$ cat config.mk
export PLATFORM = sky130hd
export DESIGN_NAME = l1_fill_ctrl
export DESIGN_NICKNAME = d
export VERILOG_FILES = /design/src/rtl/l1_fill_ctrl.sv
export SDC_FILE = /design/constraint.sdc
export NUM_CORES = 1
export LEC_CHECK = 0
export CAP_MARGIN = 10
export CORE_AREA = 2 2 97 99
export CTS_BUF_LIST = sky130_fd_sc_hd__clkbuf_4
export DETAILED_ROUTE_END_ITERATION = 12
export DIE_AREA = 0 0 99 101
export GPL_TIMING_DRIVEN = 0
export PLACE_DENSITY = 0.94
export SLEW_MARGIN = 0
export SYNTH_ARGS = -nofsm -noshare
export SYNTH_HDL_FRONTEND = slang
export SYNTH_SLANG_ARGS = --single-unit
$ cat constraint.sdc
create_clock -name clk -period 2.4 [get_ports clk]
set_input_delay 0.48 -clock clk [delete_from_list [all_inputs] [get_ports clk]]
set_output_delay 0.48 -clock clk [all_outputs]
set_load 0.005 [all_outputs]
$ cat src/rtl/l1_fill_ctrl.sv
`default_nettype none
// ============================================================================
// Module   : l1_fill_ctrl
// Purpose  : L1 miss/fill and write-through controller between the CPU data
//            port, a two-way L1 data cache and backing memory. One outstanding
//            memory transaction; read misses fetch a whole line one word per
//            beat, stores are written through without allocation.
// Options  : CRITICAL_WORD_FIRST_EN - start the line fill at the missed word
//            and wrap around the line instead of starting at word 0.
// Revision : 1.0 - initial release
// ============================================================================
module l1_fill_ctrl #(
   parameter int DATA_WIDTH = 32,
   parameter int ADDR_WIDTH = 32,
   parameter int LINE_SIZE  = 16
) (
   input  logic                  clk,
   input  logic                  rst,
   input  logic                  cpu_valid,
   input  logic                  cpu_we,
   input  logic [ADDR_WIDTH-1:0] cpu_addr,
   input  logic [DATA_WIDTH-1:0] cpu_w_data,
   input  logic                  cache_hit,
   output logic                  stall,
   output logic                  fill_en,
   output logic [ADDR_WIDTH-1:0] fill_addr,
   output logic [DATA_WIDTH-1:0] fill_data,
   output logic                  fill_mark_valid,
   output logic                  mem_req,
   output logic                  mem_we,
   output logic [ADDR_WIDTH-1:0] mem_addr,
   output logic [DATA_WIDTH-1:0] mem_w_data,
   input  logic                  mem_ack,
   input  logic [DATA_WIDTH-1:0] mem_r_data
);

   localparam int c_BYTES_PER_WORD = DATA_WIDTH / 8;
   localparam int c_WORDS_PER_LINE = LINE_SIZE / c_BYTES_PER_WORD;
   localparam int c_WORD_BITS      = $clog2(c_BYTES_PER_WORD);
   localparam int c_OFF_BITS       = $clog2(LINE_SIZE);
   localparam int c_IDX_W          = c_OFF_BITS - c_WORD_BITS;

   typedef enum logic [1:0] {
      IDLE  = 2'd0,
      FILL  = 2'd1,
      WRITE = 2'd2,
      WDONE = 2'd3
   } state_t;

   state_t                r_state;
   state_t                w_next_state;
   logic [c_IDX_W-1:0]    r_beat;
   logic [ADDR_WIDTH-1:0] r_addr;
   logic [DATA_WIDTH-1:0] r_wdata;

   logic [c_IDX_W-1:0]    w_word_idx;
   logic [ADDR_WIDTH-1:0] w_line_base;
   logic [ADDR_WIDTH-1:0] w_beat_addr;
   logic                  w_miss;
   logic                  w_store;
   logic                  w_fill_ack;
   logic                  w_last_beat;

   assign w_miss      = cpu_valid & ~cpu_we & ~cache_hit;
   assign w_store     = cpu_valid & cpu_we;
   assign w_line_base = {cpu_addr[ADDR_WIDTH-1:c_OFF_BITS], {c_OFF_BITS{1'b0}}};

   // Acks only count while a fill request is actually outstanding.
   assign w_fill_ack  = (r_state == FILL) & mem_ack;
   assign w_last_beat = (r_beat == c_IDX_W'(c_WORDS_PER_LINE - 1));

`ifdef CRITICAL_WORD_FIRST_EN
   logic [c_IDX_W-1:0] r_start_idx;

   always_ff @(posedge clk) begin
      if (rst) begin
         r_start_idx <= '0;
      end else if ((r_state == IDLE) && w_miss) begin
         r_start_idx <= cpu_addr[c_OFF_BITS-1:c_WORD_BITS];
      end
   end

   // Beat counter stays 0-based so the 4th beat is still the one that marks valid.
   assign w_word_idx = r_beat + r_start_idx;
`else
   assign w_word_idx = r_beat;
`endif

   // r_addr holds the line base during FILL, so only the word offset is added.
   assign w_beat_addr = r_addr |
                        {{(ADDR_WIDTH-c_OFF_BITS){1'b0}}, w_word_idx, {c_WORD_BITS{1'b0}}};

   always_ff @(posedge clk) begin
      if (rst) begin
         r_state <= IDLE;
         r_beat  <= '0;
         r_addr  <= '0;
         r_wdata <= '0;
      end else begin
         r_state <= w_next_state;
         if (r_state == IDLE) begin
            if (w_miss) begin
               r_addr <= w_line_base;
               r_beat <= '0;
            end else if (w_store) begin
               r_addr  <= cpu_addr;
               r_wdata <= cpu_w_data;
            end
         end else if (w_fill_ack) begin
            r_beat <= r_beat + c_IDX_W'(1);
         end
      end
   end

   always_comb begin
      w_next_state = r_state;
      stall        = 1'b0;
      mem_req      = 1'b0;
      mem_we       = 1'b0;
      mem_addr     = '0;
      mem_w_data   = '0;
      case (r_state)
         IDLE: begin
            stall = cpu_valid & (cpu_we | ~cache_hit);
            if (w_miss) begin
               w_next_state = FILL;
            end else if (w_store) begin
               w_next_state = WRITE;
            end
         end
         FILL: begin
            stall    = 1'b1;
            mem_req  = 1'b1;
            mem_addr = w_beat_addr;
            if (mem_ack && w_last_beat) begin
               w_next_state = IDLE;
            end
         end
         WRITE: begin
            stall      = 1'b1;
            mem_req    = 1'b1;
            mem_we     = 1'b1;
            mem_addr   = r_addr;
            mem_w_data = r_wdata;
            if (mem_ack) begin
               w_next_state = WDONE;
            end
         end
         // One unstalled cycle lets the store retire without being re-issued.
         WDONE: begin
            w_next_state = IDLE;
         end
         default: begin
            w_next_state = IDLE;
         end
      endcase
   end

   assign fill_en         = w_fill_ack;
   assign fill_addr       = w_fill_ack ? w_beat_addr : '0;
   assign fill_data       = w_fill_ack ? mem_r_data  : '0;
   assign fill_mark_valid = w_fill_ack & w_last_beat;

endmodule
`default_nettype wire

# Word level (Yosys, flattened, before mapping)
# Cells that the tools add are included.
[word_totals]
inputBits = 102
ff_bits = 68
elab_cells = 50
out_inout_bits = 133
[op_classes]
mux = 17
reduce_logical = 9
n_bitwise = 11
n_eq_ne = 8
add_sub_neg = 1
[ops]
columns = ["operator", "count"]
rows = [
  ["$mux W32", 5],
  ["$pmux W32 S2", 1],
  ["$or A32 B4 Y32", 1],
  ["$mux W2", 7],
  ["$pmux W2 S4", 1],
  ["$and A1 B1 Y1", 6],
  ["$eq A2 B2 Y1 const B", 3],
  ["$reduce_and A3 Y1", 2],
  ["$ne A2 B2 Y1 const B", 2],
  ["$reduce_and A2 Y1", 2],
  ["$reduce_bool A2 Y1", 2],
  ["$ne A3 B3 Y1 const B", 1],
  ["$not A1 Y1", 3],
  ["$add A2 B1 Y2 const B", 1],
  ["$eq A2 B1 Y1 const B", 1],
  ["$logic_not A2 Y1", 1],
  ["$mux W1", 2],
  ["$ne A2 B1 Y1 const B", 1],
  ["$pmux W1 S2", 1],
  ["$reduce_or A2 Y1", 1],
  ["$logic_and A1 B1 Y1", 1],
  ["$or A1 B1 Y1", 1],
]

# Depth between registers and ports, before layout
# Gate-level depths: netlist (run 1).
[depth]
word_depth = 5
ltp_mapped = 7
ltp_nobuf = 6

# Worst setup path after synthesis (run 1)
# Ideal clock, no wire load.
[synth_path]
path_type = "register to output"
start = "register r_state[0]"
end = "output mem_addr[0]"
path_stages_with_launch = 7
path_slack_ps = 600
required_time_ps = 1920
t_arrival_ps = 1320
n_path_buf = 2
path_cell_list = "dfxtp_1 -> inv_1 -> ha_1 -> buf_2 -> o21a_1 -> clkbuf_1 -> and2_1"
[synth_via]
elab_chain_cells = 2
elab_cells_between_ends = 3
classes_between = "eq/ne (2); mux (1)"
[synth_rtl]
columns = ["element", "line", "text"]
rows = [
  ["start: declaration", "50", "state_t r_state;"],
  ["start signal: assignment", "100", "r_state <= w_next_state;"],
  ["$eq A2 B2 Y1 or $eq A2 B1 Y1 (tied branches)", "122", "case (r_state)"],
  ["$pmux W32 S2 *", "122", ""],
  ["end: declaration", "31", "output logic [ADDR_WIDTH-1:0] mem_addr,"],
]
# Every way passes the cells marked *; elsewhere a longest branch is shown, timed or not.

# Final worst setup path (run 1)
[layout_path]
start = "register r_state[1]"
end = "output mem_addr[31]"
# The elaborated chain is that of the path after synthesis.

==> out/qor.csv, run 1 <==
stage,metric,value,unit
critical_path,rrSetupSlack,0.60,ns
synthesis,syn_nets,579,
timing,finalMaxSlewViolations,0,
synthesis,yosys-top-cells-area,"dfxtp_1 (40%), nand2_1 (14%), and3_1 (12%)",
synthesis,ys_warn_count,0,
die,start_util,0.382,
die,die_x,99,um
synthesis,synth_area_leader_cell,dfxtp_1,
global_route,track_usage,0.271,
cts,cts_tree,built,
final_layout,finalNetCount,844,
route,wirelength,13.8,mm
route,drcViolationCount,0,
timing,rsz0062_at_grt,yes,
timing,hold_violations,0,
outcome,status,"finished, final reports clean",
synthesis,ys_types,26,
critical_path,path_depth,8,
route,initialDrtViolationCount,134,
cts,ctsHoldBuffers,0,
global_route,grt_pass1_wl,21.4,mm
final_layout,fill_cells,726,
critical_path,cp_common_cell,buf_6,
critical_path,r2r_start,r_state[1],
min_path,min_to,r_wdata[2],
critical_path,cp.arrival,1.92,ns
cts,path_clk_slew,0.11,ns
critical_path,path_buf_inv,5,
global_route,antenna_found_initial,2,
critical_path,worstPathMaxFanout,6,
cts,cts_buffers,9,
timing,fin_hold_ws,0.458,ns
cts,worstSkewPairLatency,0.41,ns
synthesis,netlist_area,3430,sq um
timing,min_period,2.40,ns
critical_path,cp_cell_sequence,buf_6 > ha_4 > buf_6 > o21a_4 > buf_6 > buf_8 > and2_1 > buf_2,
place,gp_congestion,0.836,
die,core-area,8980,sq um
timing,maxSlewHeadroom,0.571,
critical_path,reg2reg_depth,7,
synthesis,yosysTopAreaCellShare,0.397,
route,wire_per_inst,16.1,um
place,hpwl,10.5,mm
place,pre_cts_ws,-0.673,ns
critical_path,cp_slowest_cell,dfxtp_4,
global_route,globalRouteOverflowTotal,0,
min_path,worstHoldStart,r_wdata[2],
critical_path,crit_type,reg2out,
route,antenna_left,0,
timing,fin_ws,0.00279,ns
die,row_count,35,
critical_path,cp_top_family,buffers and inverters,
timing,timing.fmax,0.417,GHz
min_path,hold_depth,2,
route,viasPerCell,4.99,
critical_path,r2r_end,r_state[0],
global_route,grt_pass1_vias,4333,
critical_path,critical_path_required,1.92,ns
route,num_vias,4261,
job,cap_violations,0,
cts,cts-htree-levels,3,
critical_path,crit_path_end_kind,output pin,
timing,worst_pin_slew,0.643,ns
pwr,p_leak,0.00322,uW
synthesis,avgSynthCellArea,7.28,sq um
global_route,grt_max_degree,13,
route,drtPass1Iterations,4,
pwr,ir_drop,392,uV
synthesis,synth-seq-cells,68,
timing,setup_viol,0,
cts,clock-sinks,68,
place,io_buffers,233,
critical_path,cp_slowest_stage_delay,0.38,ns
min_path,min_path_type,reg2reg,
final_layout,area_delta_synth_final,82.8,%
final_layout,final_common_cell,nand2_1,
cts,cts_buffer_depth,2,
final_layout,final_cell_mix,"nand2_1 (124), clkdlybuf4s50_1 (102), dlygate4sd2_1 (79), dfxtp_1 (66), a21oi_1 (62)",
synthesis,netlist_instances,471,
timing,skew,0.0195,ns
die,io_pins,235,
pwr,power-per-cell-area,598,nW/um^2
critical_path,cp-start-kind,flip-flop,
synthesis,synth-seq-area-share,0.397,
timing,post-route-period-util,0.999,
die,die-area,10000,sq um
die,die-height,101,um
cts,cts_root_buf,clkbuf_4,
final_layout,drive_gt1_frac,0.161,
-- area by class of cell --
class / count / area, sq um / area share
plain buffers: 42 / 342 / 0.0545
well taps: 111 / 139 / 0.0222
clock buffers: 10 / 75.1 / 0.0120
diodes: 2 / 5.00 / 0.000798
repair buffers: 254 / 2260 / 0.361
flip-flops and latches: 68 / 1370 / 0.218
clock inverters: 6 / 88.8 / 0.0142
multi-input cells: 357 / 1960 / 0.313
inverters: 4 / 22.5 / 0.00359
-- where the power goes --
part           switching [uW]  internal (uW)  leakage [uW]  total (uW)
clock                     421            434     0.0000826         855
combinational             729            813       0.00258        1540
sequential               90.7           1260      0.000557        1350
total                    1240           2510       0.00322        3750
-- worst max path at each step --
stage / from / endpoint / slack [ns]
3_3_place_gp: mem_ack / fill_data[9] / -0.60
6_report: r_state[1] / mem_addr[31] / 0.003
4_1_cts: r_state[1] / mem_addr[28] / -0.06
5_1_grt: r_state[1] / mem_addr[9] / -0.07
2_1_floorplan: r_state[0] / mem_addr[0] / 0.60
3_5_place_dp: mem_ack / fill_data[28] / -0.67
-- cells by family (layout without fill, tap and decap cells) --
group,count (synthesis),count (layout),share of synthesized area
AO/OA/AOI/OAI,76,76,0.120
adder cells (fa/ha/maj),6,6,0.0219
buffers and inverters,46,316,0.0565
flip-flops,68,68,0.397
multiplexers,2,2,0.00620
other,0,2,0
AND/OR/NAND/NOR,273,273,0.398
-- Yosys cell counts --
library cell and number:
nor2_1 15, nand3_1 2, nor3_1 1, ha_1 6, a22oi_1 5, nor3b_2 1, and2_1 62, a21oi_1 62
mux2i_1 1, and3b_1 1, a21boi_0 3, clkbuf_1 29, or4_1 1, mux2_2 1, nand2_1 124, o21ai_0 2
a22o_1 1, o21a_1 1, o31ai_1 1, inv_1 4, a211oi_1 1, buf_4 2, nand2b_1 1, buf_2 11
dfxtp_1 68, and3_1 65
-- metrics by stage --
| step | instance area (sq um) | cells | util | total power [uW] | setup TNS [ns] |
|---|---|---|---|---|---|
| after floorplan | 3430 | 471 | - | 1950 | 0 |
| after global routing | 6270 | 854 | 0.698 | 3970 | -0.489 |
| after global placement | 5900 | 815 | 0.657 | 2500 | -39.16 |
| after detailed placement | 5900 | 815 | 0.657 | 2560 | -45.86 |
| final | 6270 | 854 | 0.698 | 3750 | 0 |
| after CTS | 6230 | 850 | 0.694 | 3710 | -0.445 |
-- repair_timing --
item / in CTS / in global routing
pin swaps: 6 / 3
gates resized for setup: 306 / 31
endpoints found under the setup margin: 131 / 29
cloned: 6 / 0
setup buffers: 13 / 4
-- per-layer routing --
metal,up-vias,wire [um],GRT usage
met4,0,216,0.106
met5,-,0,0
li1,2081,-,-
met2,187,7400,0.519
met3,18,1180,0.0728
met1,1975,4980,0.277
-- flip-flops by register name, summed over array words and instances, names as in the netlist --
| register | cells |
|---|---|
| r_beat | 2 |
| r_addr | 32 |
| r_state | 2 |
| r_wdata | 32 |
-- worst register-to-register path: cells and delay by family (launching register included) --
family / cells / cell delay (ns)
fa+ha+maj: 1 / 0.19
flops: 1 / 0.40
compound gates: 2 / 0.31
buf+inv: 3 / 0.30
simple gates: 1 / 0.51
No activity file was read; power rests on OpenSTA's default activity.
==> inputs of run 2 (changes only) <==
GPL_TIMING_DRIVEN = not set   (was 0)
==> out/qor.csv, run 2 (synthesis results as in run 1) <==
stage,metric,value,unit,change
cts,cts_root_buf,clkbuf_4,,
final_layout,fill_cells,679,,-6.5%
min_path,worstHoldStart,r_wdata[31],,
pwr,clockPowerShare,0.203,,-0.025
pwr,intPower,2440,uW,-2.9%
route,num_vias,4236,,-0.59%
final_layout,final_common_cell,nand2_1,,
global_route,use_met1,0.260,,-0.0171
route,wire_per_inst,16.7,um,+3.4%
die,die-height,101,um,unchanged
route,drcViolationCount,0,,unchanged
min_path,min_to,r_wdata[31],,
route,viasPerCell,5.12,,+2.7%
route,drtPass1Iterations,4,,unchanged
pwr,power-per-cell-area,569,nW/um^2,-5.0%
critical_path,reg2reg_depth,8,,+1
die,die-area,10000,sq um,unchanged
timing,finalMaxSlewViolations,0,,unchanged
route,wirelength,13.8,mm,+0.11%
critical_path,critical_path_required,1.92,ns,about the same
pwr,p_sw,1240,uW,-0.20%
global_route,track_usage,0.253,,-0.0172
route,antenna_left,0,,unchanged
critical_path,r2r_end,r_wdata[19],,
final_layout,area_delta_synth_final,88.5,%,
final_layout,postLayoutCellArea,6460,sq um,+3.1%
min_path,min_path_type,reg2reg,,
place,io_buffers,234,,+0.43%
cts,cts_buffers,9,,unchanged
final_layout,antenna_cells,0,,-2
outcome,violations,setup timing,,
global_route,grtUsageMet3,0.0700,,-0.00277
timing,maxSlewHeadroom,0.603,,+0.0318
timing,post-route-period-util,1.01,,+0.00773
pwr,p_leak,0.00402,uW,+25%
global_route,grt.met2_usage,0.482,,-0.0369
die,core-area,8980,sq um,unchanged
global_route,grt_max_degree,42,,+29
critical_path,rrSetupSlack,0.60,ns,about the same
global_route,grt_pass1_vias,4224,,-2.5%
cts,cts-htree-levels,3,,unchanged
pwr,combPwrFrac,0.426,,+0.015
timing,timing.fmax,0.414,GHz,-0.77%
critical_path,cp.arrival,1.94,ns,+0.02 ns
die,row_count,35,,unchanged
timing,worst_pin_slew,0.596,ns,-0.0477 ns
job,cap_violations,0,,unchanged
global_route,grt.busiest_layer,met2,,
place,gp_congestion,0.805,,-3.8%
pwr,power_switching_share,0.337,,+0.00607
global_route,grt_pass1_wl,20.1,mm,-5.7%
final_layout,seqCellArea,1370,sq um,unchanged
outcome,status,"finished, violations left",,
timing,fin_ws,-0.0158,ns,-0.0186 ns
critical_path,r2r_start,r_state[1],,
global_route,antenna_found_initial,0,,-2
cts,cts_buffer_depth,2,,unchanged
die,start_util,0.382,,unchanged
cts,path_clk_slew,0.12,ns,about the same
cts,clock-sinks,68,,unchanged
final_layout,top_regs,"r_addr (32), r_wdata (32)",,
route,initialDrtViolationCount,174,,+30%
timing,skew,0.0174,ns,-0.00205 ns
critical_path,critPathLaunch,r_state[1],,
critical_path,cp-start-kind,flip-flop,,
critical_path,crit_path_end_kind,output pin,,
timing,setup_viol,4,,+4
final_layout,drive_gt1_frac,0.120,,-0.0405
global_route,globalRouteOverflowTotal,0,,unchanged
die,io_pins,235,,unchanged
timing,min_period,2.42,ns,+0.0186 ns
critical_path,crit_type,reg2out,,
timing,rsz0062_at_grt,yes,,
min_path,hold_depth,2,,unchanged
pwr,seq_power_share,0.371,,+0.010
critical_path,worstPathMaxFanout,18,,+12
final_layout,final_cell_mix,"nand2_1 (123), clkdlybuf4s50_1 (107), dlymetal6s2s_1 (66), dfxtp_1 (66), and3_1 (65)",,
final_layout,multiInputGateArea,1940,sq um,-1.3%
final_layout,finalNetCount,819,,-3.0%
die,die_x,99,um,unchanged
place,placed_area,5900,sq um,about the same
place,hpwl,9.56,mm,-8.7%
pwr,ir_drop,333,uV,-15%
timing,hold_violations,0,,unchanged
cts,cts_tree,built,,
pwr,power,3680,uW,-2.0%
cts,worstSkewPairLatency,0.40,ns,about the same
run 2: changes by cell type in the layout (fill, tap and decap cells not counted), moves of 5 or more:
cell	before	now
clkbuf_2	6	11
dlygate4sd2_1	79	20
buf_12	0	7
and2_4	2	7
clkbuf_1	10	0
clkdlybuf4s15_1	18	26
and2_1	60	55
clkdlybuf4s50_1	102	107
dlymetal6s2s_1	2	66
clkbuf_8	12	0
buf_2	39	4
run 2: area by class of cell:
| type | count | area share |
|---|---|---|
| Inverter | 4 | 0.00387 |
| Clock buffer | 11 | 0.0128 |
| Timing Repair Buffer | 271 | 0.442 |
| Tap cell | 111 | 0.0215 |
| Sequential cell | 68 | 0.212 |
| Multi-Input combinational cell | 357 | 0.300 |
| Clock inverter | 5 | 0.00813 |
run 2: worst max-delay path: stages (launching register included):
cell,delay (ns)
dfxtp_4,0.39
inv_6,0.08
ha_4,0.21
buf_12,0.16
and3_1,0.18
clkdlybuf4s50_1,0.51
run 2: power by group through the flow:
| stage | Combinational, uW | Clock, uW | Sequential [uW] |
|---|---|---|---|
| finish | 1560 | 748 | 1360 |
| global route | 1690 | 809 | 1380 |
| CTS | 1450 | 765 | 1350 |
| detailed placement | 1210 | 0 | 1360 |
| global placement | 1160 | 0 | 1360 |
| floorplan | 614 | 0 | 1330 |
run 2: what timing repair did:
action | 4_1_cts | 5_1_grt
setup buffers | 11 | 4
hold buffers | 0 | 0
endpoints found under the setup margin | 132 | 85
gates resized for setup | 100 | 133
cloned | 4 | 0
pin swaps | 1 | 2
run 2: through the flow:
stage / std cells / hold WS, ns / utilization / setup TNS (ns) / worst slack, ns
2_1_floorplan: 471 / 0.432 / - / 0 / 0.600
3_3_place_gp: 792 / 0.436 / 0.657 / -0.0573 / -0.0409
3_5_place_dp: 792 / 0.445 / 0.657 / -1.19 / -0.0653
4_1_cts: 823 / 0.461 / 0.690 / -3.91 / -0.106
5_1_grt: 827 / 0.490 / 0.720 / -1.07 / -0.115
6_report: 827 / 0.458 / 0.720 / -0.0395 / -0.0158
run 2: layer usage:
layer	up-vias	part of all wire	wire length, um
li1	2025	-	-
met1	1980	0.37	5040
met2	190	0.52	7150
met3	41	0.079	1090
met4	0	0.038	518
met5	-	0	0
run 2: worst max-delay path by stage:
stage	endpoint	slack [ns]	cells past startpoint
2_1_floorplan	mem_addr[0]	0.60	6
4_1_cts	fill_data[7]	-0.11	5
6_report	fill_data[28]	-0.02	5
3_3_place_gp	stall	-0.04	6
5_1_grt	fill_data[22]	-0.11	5
3_5_place_dp	fill_addr[2]	-0.07	5
==> inputs of run 3 (changes only) <==
MAX_ROUTING_LAYER = met4   (was not set)
==> out/qor.csv, run 3 (synthesis results as in run 1) <==
stage,metric,value,unit,change
outcome,status,"finished, violations left",,
outcome,violations,setup timing,,
place,hpwl,9.56,mm,unchanged
timing,finalMaxSlewViolations,0,,unchanged
pwr,power-per-cell-area,568,nW/um^2,about the same
critical_path,cp.arrival,1.93,ns,about the same
critical_path,crit_path_end_kind,output pin,,
final_layout,area_delta_synth_final,88.5,%,unchanged
final_layout,final_common_cell,nand2_1,,
critical_path,worstPathMaxFanout,18,,unchanged
global_route,antenna_found_initial,0,,unchanged
route,antenna_left,0,,unchanged
final_layout,finalNetCount,819,,unchanged
critical_path,path_buf_inv,3,,unchanged
place,gp_congestion,0.816,,+1.5%
critical_path,cp_top_family,buffers and inverters,,
cts,cts_tree,built,,
route,wire_per_inst,16.7,um,-0.15%
timing,hold_violations,0,,unchanged
final_layout,top_regs,"r_addr (32), r_wdata (32)",,
cts,cts-htree-levels,3,,unchanged
place,dp_cells,792,,unchanged
timing,timing.fmax,0.414,GHz,about the same
critical_path,cp_slowest_stage_delay,0.51,ns,about the same
cts,worstSkewPairLatency,0.40,ns,about the same
route,drcViolationCount,0,,unchanged
die,die-height,101,um,unchanged
timing,maxSlewHeadroom,0.606,,+0.00355
pwr,p_leak,0.00402,uW,unchanged
min_path,min_path_type,reg2reg,,
final_layout,fill_cells,679,,unchanged
critical_path,crit_type,reg2out,,
final_layout,seqCellArea,1370,sq um,unchanged
place,placed_area,5900,sq um,unchanged
die,io_pins,235,,unchanged
final_layout,fin_cells,827,,unchanged
global_route,track_usage,0.261,,+0.00787
job,cap_violations,0,,unchanged
global_route,grt_pass1_vias,4215,,-0.21%
route,drtPass1Iterations,4,,unchanged
timing,skew,0.0183,ns,+0.000856 ns
die,start_util,0.382,,unchanged
cts,path_clk_slew,0.12,ns,about the same
final_layout,final_cell_mix,"nand2_1 (123), clkdlybuf4s50_1 (107), dlymetal6s2s_1 (66), dfxtp_1 (66), and3_1 (65)",,
global_route,globalRouteOverflowTotal,0,,unchanged
cts,cts_buffer_depth,2,,unchanged
cts,ctsHoldBuffers,0,,unchanged
die,core-area,8980,sq um,unchanged
critical_path,cp-start-kind,flip-flop,,
timing,worst_pin_slew,0.590,ns,-0.00532 ns
route,viasPerCell,5.13,,+0.24%
global_route,grt_max_degree,42,,unchanged
timing,rsz0062_at_grt,yes,,
die,row_count,35,,unchanged
cts,cts_root_buf,clkbuf_4,,
timing,post-route-period-util,1.01,,about the same
final_layout,drive_gt1_frac,0.120,,unchanged
die,die_x,99,um,unchanged
pwr,ir_drop,332,uV,-0.32%
global_route,grt_pass1_wl,20.2,mm,+0.13%
timing,setup_viol,4,,unchanged
final_layout,postLayoutCellArea,6460,sq um,unchanged
final_layout,antenna_cells,0,,unchanged
timing,fin_ws,-0.0146,ns,+0.00113 ns
route,initialDrtViolationCount,175,,+0.57%
route,num_vias,4246,,+0.24%
cts,cts_buffers,9,,unchanged
die,die-area,10000,sq um,unchanged
timing,min_period,2.41,ns,-0.00113 ns
critical_path,critical_path_required,1.92,ns,about the same
critical_path,cp_slowest_cell,clkdlybuf4s50_1,,
route,wirelength,13.8,mm,-0.15%
place,io_buffers,234,,unchanged
final_layout,multiInputGateArea,1940,sq um,unchanged
critical_path,cp_cell_sequence,inv_6 > ha_4 > buf_12 > and3_1 > clkdlybuf4s50_1,,
cts,clock-sinks,68,,unchanged
[run 3: repair_timing]
item	4_1_cts	5_1_grt
gates resized for setup	100	133
setup buffers	11	4
gates cloned	4	0
pin swaps	1	2
setup endpoints to repair	132	85
[run 3: worst paths after layout]
kind	to	slack (ns)	cells after the start	from
setup / recovery	fill_data[28]	-0.01	5	r_state[1]
hold / removal	r_wdata[6]	0.46	2	r_wdata[6]
setup reg to reg	r_wdata[19]	0.61	8	r_state[1]
hold reg to reg	r_wdata[6]	0.46	2	r_wdata[6]
[run 3: final cells by class]
class | instances | share of cell area
Timing Repair Buffer | 271 | 0.442
Multi-Input combinational cell | 357 | 0.300
Sequential cell | 68 | 0.212
Tap cell | 111 | 0.0215
Clock buffer | 11 | 0.0128
Clock inverter | 5 | 0.00813
Inverter | 4 | 0.00387
[run 3: worst min-delay path, cell delays in order, from the launching register on]
cell,delay [ns]
dfxtp_1,0.32
nand2_1,0.05
a21oi_1,0.05
[run 3: layer usage]
layer,routed length (um),vias up,part of all wire,GRT usage
met5,0,-,0,-
met4,462,0,0.034,0.100
met3,1020,39,0.074,0.0596
met2,7240,199,0.53,0.481
met1,5050,1986,0.37,0.270
li1,-,2022,-,-
[run 3: report_power, final]
| part | internal, uW | total [uW] | switching, uW | leakage [uW] |
|---|---|---|---|---|
| Sequential | 1260 | 1360 | 99.2 | 0.000557 |
| Combinational | 839 | 1560 | 724 | 0.00338 |
| Clock | 337 | 746 | 409 | 0.0000766 |
| Total | 2440 | 3670 | 1230 | 0.00402 |
[run 3: metrics by stage]
step / hold WS, ns / TNS, ns / power, uW / worst slack, ns / utilization
final: 0.459 / -0.0381 / 3670 / -0.0146 / 0.720
after global routing: 0.490 / -1.07 / 3880 / -0.115 / 0.720
after CTS: 0.461 / -3.91 / 3570 / -0.106 / 0.690
after detailed placement: 0.445 / -1.19 / 2570 / -0.0653 / 0.657
after global placement: 0.436 / -0.0573 / 2520 / -0.0409 / 0.657
after floorplan: 0.432 / 0 / 1950 / 0.600 / -
